File: config.mk
export PLATFORM = sky130hd
export DESIGN_NAME = corevx_cache_arbiter_flat
export DESIGN_NICKNAME = d
export VERILOG_FILES = /design/src/rtl/corevx_cache_arbiter_pkg.sv /design/src/rtl/corevx_cache_arbiter_if.sv /design/src/rtl/corevx_arb2_rr.sv /design/src/rtl/corevx_cache_arbiter.sv /design/src/flat_wrapper.sv
export SDC_FILE = /design/constraint.sdc
export NUM_CORES = 1
export LEC_CHECK = 0
export ABC_AREA = 1
export ABC_CLOCK_PERIOD_IN_PS = 2450
export CAP_MARGIN = 30
export CORE_AREA = 3 3 113 115
export CTS_CLUSTER_SIZE = 24
export DETAILED_ROUTE_END_ITERATION = 8
export DIE_AREA = 0 0 116 118
export SYNTH_ARGS = -nofsm -noshare
export SYNTH_HDL_FRONTEND = slang
export SYNTH_SLANG_ARGS = --single-unit
File: constraint.sdc
create_clock -name clk -period 2.45 [get_ports clk]
set_input_delay 0.245 -clock clk [delete_from_list [all_inputs] [get_ports clk]]
set_output_delay 0.245 -clock clk [all_outputs]
set_load 0.03 [all_outputs]
File: src/rtl/corevx_cache_arbiter_pkg.sv
// corevx_cache_arbiter_pkg: shared cache command/response codes and arbiter port identifiers
package corevx_cache_arbiter_pkg;
  localparam logic [3:0] CACHE_CMD_NONE  = 4'd0;
  localparam logic [3:0] CACHE_CMD_LOAD  = 4'd1;
  localparam logic [3:0] CACHE_CMD_STORE = 4'd2;
  localparam logic [3:0] CACHE_RESPONSE_WAIT        = 4'd0;
  localparam logic [3:0] CACHE_RESPONSE_DONE        = 4'd1;
  localparam logic [3:0] CACHE_RESPONSE_MISSALIGNED = 4'd2;
  localparam logic [3:0] CACHE_RESPONSE_ACCESSFAULT = 4'd3;
  localparam logic [3:0] CACHE_RESPONSE_PAGEFAULT   = 4'd4;
  localparam logic [2:0] LOAD_TYPE_LW = 3'b010;
  typedef enum logic {PORT_FETCH = 1'b0, PORT_EXEC = 1'b1} port_e;
  function automatic logic cache_resp_final(input logic [3:0] r);
    return r inside {CACHE_RESPONSE_DONE, CACHE_RESPONSE_MISSALIGNED,
                     CACHE_RESPONSE_ACCESSFAULT, CACHE_RESPONSE_PAGEFAULT};
  endfunction
endpackage

File: src/rtl/corevx_cache_arbiter_if.sv
// corevx_cache_arbiter_if: fetch, execute and shared cache buses around the arbiter
interface corevx_cache_arbiter_if;
  logic [3:0]  f_cmd;
  logic [31:0] f_address;
  logic [3:0]  f_response;
  logic [31:0] f_load_data;
  logic        f_reset_done;
  logic [3:0]  e_cmd;
  logic [31:0] e_address;
  logic [2:0]  e_load_type;
  logic [1:0]  e_store_type;
  logic [31:0] e_store_data;
  logic [3:0]  e_response;
  logic [31:0] e_load_data;
  logic        e_reset_done;
  logic [3:0]  c_cmd;
  logic [31:0] c_address;
  logic [2:0]  c_load_type;
  logic [1:0]  c_store_type;
  logic [31:0] c_store_data;
  logic [3:0]  c_response;
  logic [31:0] c_load_data;
  logic        c_reset_done;
  modport slave (
    input  f_cmd, f_address, e_cmd, e_address, e_load_type, e_store_type, e_store_data,
           c_response, c_load_data, c_reset_done,
    output f_response, f_load_data, f_reset_done, e_response, e_load_data, e_reset_done,
           c_cmd, c_address, c_load_type, c_store_type, c_store_data
  );
  modport master (
    output f_cmd, f_address, e_cmd, e_address, e_load_type, e_store_type, e_store_data,
           c_response, c_load_data, c_reset_done,
    input  f_response, f_load_data, f_reset_done, e_response, e_load_data, e_reset_done,
           c_cmd, c_address, c_load_type, c_store_type, c_store_data
  );
endinterface

File: src/rtl/corevx_arb2_rr.sv
// corevx_arb2_rr: two-way pick; ties go to the port not granted last, or to port 1 in fixed mode
module corevx_arb2_rr (
  input  logic [1:0] req,
  input  logic       last,
  input  logic       fixed_mode,
  output logic [1:0] gnt
);
  assign gnt = &req ? ((fixed_mode || !last) ? 2'b10 : 2'b01) : req;
endmodule

File: src/rtl/corevx_cache_arbiter.sv
// corevx_cache_arbiter: shares one cache port between fetch and execute, one transaction at a time
module corevx_cache_arbiter
  import corevx_cache_arbiter_pkg::*;
#(
  parameter bit ROUND_ROBIN = 1'b1
) (
  input logic                   clk,
  input logic                   rst_n,
  corevx_cache_arbiter_if.slave bus
);
  typedef enum logic {IDLE, BUSY} state_e;
  state_e     state_q, state_d;
  port_e      owner_q, owner_d, last_q, last_d, sel;
  logic [1:0] req, gnt;
  logic       issue, active, exec_sel;
  assign req = {bus.e_cmd != CACHE_CMD_NONE, bus.f_cmd != CACHE_CMD_NONE};
  corevx_arb2_rr u_pick (
    .req       (req),
    .last      (last_q == PORT_EXEC),
    .fixed_mode(!ROUND_ROBIN),
    .gnt       (gnt)
  );
  // rst_n gates issue so a held request cannot leak onto c_cmd while reset is asserted
  assign issue    = rst_n && state_q == IDLE && bus.c_reset_done && |req;
  assign active   = issue || state_q == BUSY;
  assign sel      = state_q == BUSY ? owner_q : (gnt[1] ? PORT_EXEC : PORT_FETCH);
  assign exec_sel = active && sel == PORT_EXEC;
  always_comb begin
    state_d = state_q;
    owner_d = owner_q;
    last_d  = last_q;
    if (issue) begin
      state_d = BUSY;
      owner_d = sel;
    end else if (state_q == BUSY && cache_resp_final(bus.c_response)) begin
      state_d = IDLE;
      last_d  = owner_q;
    end
  end
  always_ff @(posedge clk or negedge rst_n)
    if (!rst_n) begin
      state_q <= IDLE;
      owner_q <= PORT_FETCH;
      last_q  <= PORT_FETCH;
    end else begin
      state_q <= state_d;
      owner_q <= owner_d;
      last_q  <= last_d;
    end
  assign bus.c_cmd        = issue ? (exec_sel ? bus.e_cmd : bus.f_cmd) : CACHE_CMD_NONE;
  assign bus.c_address    = !active ? 32'd0 : exec_sel ? bus.e_address : bus.f_address;
  assign bus.c_load_type  = !active ? 3'd0 : exec_sel ? bus.e_load_type : LOAD_TYPE_LW;
  assign bus.c_store_type = exec_sel ? bus.e_store_type : 2'd0;
  assign bus.c_store_data = exec_sel ? bus.e_store_data : 32'd0;
  assign bus.f_response   = state_q == BUSY && owner_q == PORT_FETCH ? bus.c_response : CACHE_RESPONSE_WAIT;
  assign bus.e_response   = state_q == BUSY && owner_q == PORT_EXEC ? bus.c_response : CACHE_RESPONSE_WAIT;
  assign bus.f_load_data  = state_q == BUSY && owner_q == PORT_FETCH ? bus.c_load_data : 32'd0;
  assign bus.e_load_data  = state_q == BUSY && owner_q == PORT_EXEC ? bus.c_load_data : 32'd0;
  assign bus.f_reset_done = bus.c_reset_done;
  assign bus.e_reset_done = bus.c_reset_done;
endmodule

File: src/flat_wrapper.sv
// flat-port wrapper written by rule: the top's interface ports become plain ports
module corevx_cache_arbiter_flat import corevx_cache_arbiter_pkg::*;
#(
  parameter bit ROUND_ROBIN = 1'b1
)
  (clk, rst_n, bus_f_cmd, bus_f_address, bus_e_cmd, bus_e_address, bus_e_load_type, bus_e_store_type, bus_e_store_data, bus_c_response, bus_c_load_data, bus_c_reset_done, bus_f_response, bus_f_load_data, bus_f_reset_done, bus_e_response, bus_e_load_data, bus_e_reset_done, bus_c_cmd, bus_c_address, bus_c_load_type, bus_c_store_type, bus_c_store_data);
  corevx_cache_arbiter_if bus_i ();
  input logic clk;
  input logic rst_n;
  input wire logic [$bits(bus_i.f_cmd)-1:0] bus_f_cmd;
  input wire logic [$bits(bus_i.f_address)-1:0] bus_f_address;
  input wire logic [$bits(bus_i.e_cmd)-1:0] bus_e_cmd;
  input wire logic [$bits(bus_i.e_address)-1:0] bus_e_address;
  input wire logic [$bits(bus_i.e_load_type)-1:0] bus_e_load_type;
  input wire logic [$bits(bus_i.e_store_type)-1:0] bus_e_store_type;
  input wire logic [$bits(bus_i.e_store_data)-1:0] bus_e_store_data;
  input wire logic [$bits(bus_i.c_response)-1:0] bus_c_response;
  input wire logic [$bits(bus_i.c_load_data)-1:0] bus_c_load_data;
  input wire logic [$bits(bus_i.c_reset_done)-1:0] bus_c_reset_done;
  output wire logic [$bits(bus_i.f_response)-1:0] bus_f_response;
  output wire logic [$bits(bus_i.f_load_data)-1:0] bus_f_load_data;
  output wire logic [$bits(bus_i.f_reset_done)-1:0] bus_f_reset_done;
  output wire logic [$bits(bus_i.e_response)-1:0] bus_e_response;
  output wire logic [$bits(bus_i.e_load_data)-1:0] bus_e_load_data;
  output wire logic [$bits(bus_i.e_reset_done)-1:0] bus_e_reset_done;
  output wire logic [$bits(bus_i.c_cmd)-1:0] bus_c_cmd;
  output wire logic [$bits(bus_i.c_address)-1:0] bus_c_address;
  output wire logic [$bits(bus_i.c_load_type)-1:0] bus_c_load_type;
  output wire logic [$bits(bus_i.c_store_type)-1:0] bus_c_store_type;
  output wire logic [$bits(bus_i.c_store_data)-1:0] bus_c_store_data;
  assign bus_i.f_cmd = bus_f_cmd;
  assign bus_i.f_address = bus_f_address;
  assign bus_i.e_cmd = bus_e_cmd;
  assign bus_i.e_address = bus_e_address;
  assign bus_i.e_load_type = bus_e_load_type;
  assign bus_i.e_store_type = bus_e_store_type;
  assign bus_i.e_store_data = bus_e_store_data;
  assign bus_i.c_response = bus_c_response;
  assign bus_i.c_load_data = bus_c_load_data;
  assign bus_i.c_reset_done = bus_c_reset_done;
  assign bus_f_response = bus_i.f_response;
  assign bus_f_load_data = bus_i.f_load_data;
  assign bus_f_reset_done = bus_i.f_reset_done;
  assign bus_e_response = bus_i.e_response;
  assign bus_e_load_data = bus_i.e_load_data;
  assign bus_e_reset_done = bus_i.e_reset_done;
  assign bus_c_cmd = bus_i.c_cmd;
  assign bus_c_address = bus_i.c_address;
  assign bus_c_load_type = bus_i.c_load_type;
  assign bus_c_store_type = bus_i.c_store_type;
  assign bus_c_store_data = bus_i.c_store_data;
  corevx_cache_arbiter #(.ROUND_ROBIN(ROUND_ROBIN)) u_core (.clk(clk), .rst_n(rst_n), .bus(bus_i));
endmodule
### Word-level counts from Yosys, hierarchy flattened

Index checks and enable logic that the tools add are counted.

* input port bits: 148
* register bits: 3
* output and inout port bits: 147
* word-level logic and storage cells: 43

* equality and inequality tests: 4
* bitwise logic cells: 3
* mux-type cells: 18
* reduce and logical (&&, ||, !) cells: 15

Operator list (number)
* 2-to-1 mux 32 bit: 5
* 2-to-1 mux 4 bit: 4
* nonzero test 4 bit: 3
* == test 4 x 2 -> 1 bit, second input constant: 2
* logical AND 1 bit: 7
* 2-to-1 mux 2 bit: 3
* 2-to-1 mux 3 bit: 2
* == test 4 x 1 -> 1 bit, second input constant: 1
* == test 4 x 3 -> 1 bit, second input constant: 1
* 2-to-1 mux 1 bit: 4
* AND reduction 2 bit: 2
* NOT 1 bit: 3
* nonzero test 2 bit: 1
* OR reduction 2 bit: 1
* logical OR 1 bit: 1

### Longest topological paths before layout

Gate-level depths: netlist (run 1).

* word-level depth: 8
* depth in mapped cells: 10
* depth with buffers taken out: 8

### By module

A second synthesis (run 1) with hierarchy kept.

* cell total of the unflattened synthesis: 366
* area, all modules: 1632.8 sq um

By module, submodules not included
* corevx_cache_arbiter: cells an instance 356, times used 1, seq. area each 75.1 sq um, area an instance 1591.5 sq um
* corevx_arb2_rr: cells an instance 10, times used 1, seq. area each 0.0 sq um, area an instance 41.3 sq um

### Worst setup path before layout (run 1)

No wires, ideal clock.

* path type: reg2out
* from: reg u_core.state_q
* to: out bus_c_address[10]
* arrival: 1.495 ns
* required time: 2.205 ns
* buffers on the path: 1
* setup slack: 0.710 ns
* cell stages (with the launch flop): 8
* cell sequence: dfrtp_1 > inv_1 > and3_1 > o21ai_2 > nand2_2 > inv_1 > buf_2 > a21oi_1

* longest elaborated chain between the ends: 8
* elaborated cells on any way between the ends: 9
* those cells by class: mux: 3; bitwise: 1; reduce/logical: 5

Ends and longest elaborated chain
* from (decl): RTL line corevx_cache_arbiter.sv:12 `state_e state_q, state_d;`
* from (signal assigned): RTL line corevx_cache_arbiter.sv:46 `state_q <= state_d;`
* NOT 1 bit: RTL line corevx_cache_arbiter.sv:24 `assign issue = rst_n && state_q == IDLE && bus.c_reset_done && |req;`
* logical AND 1 bit (3 in series): RTL line corevx_cache_arbiter.sv:24
* logical OR 1 bit: RTL line corevx_cache_arbiter.sv:25 `assign active = issue || state_q == BUSY;`
* logical AND 1 bit: RTL line corevx_cache_arbiter.sv:27 `assign exec_sel = active && sel == PORT_EXEC;`
* 2-to-1 mux 32 bit: RTL line corevx_cache_arbiter.sv:51 `assign bus.c_address = !active ? 32'd0 : exec_sel ? bus.e_address : bus.f_address;`
* 2-to-1 mux 32 bit *: RTL line corevx_cache_arbiter.sv:51
* to (decl): RTL line flat_wrapper.sv:27 `output wire logic [$bits(bus_i.c_address)-1:0] bus_c_address;`

Mark *: on every way between the ends. The rest lies on a longest branch, timed or not.

### Worst setup path after layout (run 1)

* from: in bus_e_cmd[0]
* to: out bus_c_cmd[3]

* longest elaborated chain between the ends: 8
* elaborated cells on any way between the ends: 11
* those cells by class: mux: 5; reduce/logical: 6

Ends and longest elaborated chain
* from (decl): RTL line flat_wrapper.sv:12 `input wire logic [$bits(bus_i.e_cmd)-1:0] bus_e_cmd;`
* nonzero test 4 bit *: RTL line corevx_cache_arbiter.sv:16 `assign req = {bus.e_cmd != CACHE_CMD_NONE, bus.f_cmd != CACHE_CMD_NONE};`
* AND reduction 2 bit: RTL line corevx_arb2_rr.sv:8 `assign gnt = &req ? ((fixed_mode || !last) ? 2'b10 : 2'b01) : req;`
* 2-to-1 mux 2 bit: RTL line corevx_arb2_rr.sv:8
* 2-to-1 mux 1 bit (2 in series): RTL line corevx_cache_arbiter.sv:26 `assign sel = state_q == BUSY ? owner_q : (gnt[1] ? PORT_EXEC : PORT_FETCH);`
* logical AND 1 bit: RTL line corevx_cache_arbiter.sv:27
* 2-to-1 mux 4 bit: RTL line corevx_cache_arbiter.sv:50 `assign bus.c_cmd = issue ? (exec_sel ? bus.e_cmd : bus.f_cmd) : CACHE_CMD_NONE;`
* 2-to-1 mux 4 bit *: RTL line corevx_cache_arbiter.sv:50
* to (decl): RTL line flat_wrapper.sv:26 `output wire logic [$bits(bus_i.c_cmd)-1:0] bus_c_cmd;`

Marks and branches as above.

==> run metrics, run 1 <==
fraction of the mapped netlist area in compound gates roughly 5.1%; Die ar. between 0.01 and 0.015 sq mm; cts-stage hold buffer count 0; endpoint kind of the worst setup timing path output port; Crit Reg-Reg Startpoint u_core.state_q; FF+latch count, synth 3; combined area of the multi-input logic cells 0.00108 sq mm; leading cell types by total area after synthesis nor2_1, inv_1, nand2_1, dfrtp_1, a21oi_1; number of primary I/O pins slightly below 300; startpoint class of the critical path input port; actual slew at the worst max-slew pin ~460 ps; Critical-path top delay cell clkdlybuf4s50_1; cell breakdown of the critical path clkdlybuf4s50_1 > nor2_1 > nand2_1 > o21ai_2 > nand2_2 > nand2_2 > buf_12 > nor2_1 > nor2_1 > buf_12; final layout net count around 830; Max Fclk 0.472 GHz; maximum number of pins on one net before global-route repair 57; final count of negative-setup-slack endpoints 0; Syn Nets ~540; FF/Latch Area around 75 sq um; mux contribution to synthesized area 0%; setup bufs post-CTS 0; synthesized-area fraction occupied by and/or/nand/nor cells around three fifths; Required @ worst endpoint approximately 2200 ps; logic depth of the worst register-to-register path 6; routed wire length per instance between 10 and 15 um; result of the run complete, no violations; insertion delay to the later sink of the worst-skew pair between 200 and 250 ps; main flop type after synthesis dfrtp_1; Max Slew Vio Count 0; largest family of logic cells by synthesized area simple AND/OR/NAND/NOR gates; fraction of the mapped netlist area in adder cells 0%; Cell Area, Placed about 0.0047 sq mm; vias per cell 3.87; Synth-to-Final Area Change 184%; Horiz. Die Dim approximately 120 um; family with the most delay on the worst path buffers and inverters; Final period util between 80 and 90%; most used cell, CP nor2_1; global-route usage over all layers 12.8%; sequential-to-total area share from yosys stat 4.48%; Pwr Density about 1200 mW/mm^2; number of cells upsized or downsized after cts 0; number of distinct standard cells referenced by the synthesized netlist 17; first-pass GRT wire length about 15000 um; clock tree from TritonCTS done; start-to-end type of the worst setup path in -> out; cell area after synthesis between 0.0015 and 0.002 sq mm; initial antenna violation count 1; most numerous cell types in the synthesized netlist nor2_1, inv_1, nand2_1, a21oi_1; number of buffer cells added on primary ports ~290; via count between 3000 and 4000; iteration-0 DRC count of the detailed router around 120; # H-tree levels 1; count leader, synth nor2_1; final-layout setup total negative slack 0 ps; number of enable-type register cells in the synthesized netlist 0; global route total overflow 0; Synth area leader nor2_1; Max IR drop VDD 537 uV; largest clock skew in the final design about 0.23 ps; kind of path behind the tightest hold check in -> async; core footprint 0.0119 sq mm; unrepaired setup endpoints after global routing no; total length of routed wires 9980 um; largest fanout on the critical path 36; detailed placement HPWL around 8500 um; fraction of registers with async set/reset 100%; starting density of the core about 14%; remaining number of nets flagged by the antenna check after routing 0; hold slack roughly 210 ps; die height about 120 um; number of buffers on the longest clock path 2; min cycle time layout ~2100 ps; final-layout fill cell count about 1300; Post-Synth XOR/XNOR Area 0%; cell area after layout between 0.004 and 0.005 sq mm; antenna diode instance count 0; worst reg2reg setup slack slightly above 1000 ps; critical path data arrival time roughly 1900 ps; number of hold violations in the final report 0; Mapped Avg Cell Area between 4 and 5 sq um; Post-Syn Instances 396; post-layout power 0.00558 W; number of sinks handled by clock tree synthesis 3; final weighted congestion in routability-driven placement between 0.7 and 0.8; total buffers and inverters traversed by the critical path 3; share of post-route cells with drive strength above 1 between 10 and 15%; number of remaining DRC errors 0; number of warnings printed during yosys synthesis 0; number of global-route vias before repair around 3000; area fraction of the dominant cell type after synthesis 37.7%; worst relative slew slack between 60% and 70%; number of buffers inserted during clock tree synthesis 3; clock slew at reported path FFs 30 ps; delay of the slowest cell on the worst path 430 ps; number of standard-cell rows in the floorplan 40; cell leakage power ~2.5 nW; 1st-pass router iterations 4; Reg2Reg Capture Point u_core.state_q; clock tree root driver cell clkbuf_16; number of max-capacitance violations reported 0
-- cell usage in the layout, fill, tap and decap left out --
cell type,synthesis,routed
clkdlybuf4s50_1,0,214
a31oi_1,1,1
clkbuf_1,6,1
buf_12,0,13
dfrtp_1,3,3
o21ai_2,1,1
nor2_1,168,168
nand3_1,9,9
a21oi_1,12,12
nand3b_1,4,4
o21ai_0,2,2
inv_1,99,99
clkbuf_16,0,3
nand2_2,4,5
nand2_1,68,67
buf_4,3,74
and3_1,1,1
-- routing by layer --
| metal | wire length, um | vias up | share of wire [%] | track usage, % |
|---|---|---|---|---|
| met4 | 43 | 2 | 0.43 | 1.45 |
| met2 | 5030 | 183 | 50 | 25.0 |
| met1 | 3670 | 1337 | 37 | 13.5 |
| met5 | 13 | - | 0.13 | 0 |
| met3 | 1220 | 8 | 12 | 3.86 |
| li1 | - | 1657 | - | - |
-- power by group --
group	switching, W	total [W]	internal (W)
Combinational	0.00327	0.00523	0.00197
Clock	0.0000430	0.000258	0.000215
Sequential	0.0000202	0.0000934	0.0000732
-- registers in the layout (all words and copies together), names as in the netlist --
register        flops
u_core.owner_q      1
u_core.state_q      1
u_core.last_q       1
-- worst max path at each step --
stage	start	end	slack [ps]	cells after the start
after detailed placement	bus_e_cmd[0]	bus_c_cmd[3]	300	10
final	bus_e_cmd[0]	bus_c_cmd[3]	330	10
after CTS	bus_e_cmd[0]	bus_c_cmd[3]	290	10
after floorplan	u_core.state_q	bus_c_address[10]	710	7
after global placement	bus_e_cmd[0]	bus_c_load_type[1]	270	8
after global routing	bus_e_cmd[0]	bus_c_address[7]	180	8
-- cells by family after synthesis --
group,after synthesis
AO/OA/AOI/OAI,16
buffers and inverters,123
flip-flops,3
AND/OR/NAND/NOR,254
-- stage by stage --
| stage | setup slack (ps) | instances | util (%) |
|---|---|---|---|
| after floorplan | 710 | 396 | - |
| after global placement | 267 | 820 | 39.2 |
| after detailed placement | 298 | 820 | 39.2 |
| after CTS | 288 | 824 | 39.9 |
| after global routing | 181 | 824 | 39.9 |
| final | 329 | 824 | 39.9 |
-- final cells by class --
type / count / area share, %
Inverter: 99 / 7.83
Sequential cell: 3 / 1.58
Timing Repair Buffer: 301 / 62.3
Clock buffer: 4 / 1.66
Multi-Input combinational cell: 270 / 22.7
Tap cell: 147 / 3.87
Note: power is estimated with default switching activity, not from simulation.
==> run 2, diff against run 1 <==
--- a/config.mk
+++ b/config.mk
@@ -15,3 +15,4 @@
 export SYNTH_ARGS = -nofsm -noshare
 export SYNTH_HDL_FRONTEND = slang
 export SYNTH_SLANG_ARGS = --single-unit
+export TNS_END_PERCENT = 1
==> results of run 2 <==
The final DEF is identical to that of run 1; final timing and power are the same.
==> run 3, diff against run 2 <==
--- a/config.mk
+++ b/config.mk
@@ -12,6 +12,7 @@
 export CTS_CLUSTER_SIZE = 24
 export DETAILED_ROUTE_END_ITERATION = 8
 export DIE_AREA = 0 0 116 118
+export SLEW_MARGIN = 40
 export SYNTH_ARGS = -nofsm -noshare
 export SYNTH_HDL_FRONTEND = slang
 export SYNTH_SLANG_ARGS = --single-unit
==> results of run 3 <==
The final DEF is identical to that of run 1; final timing and power are the same.
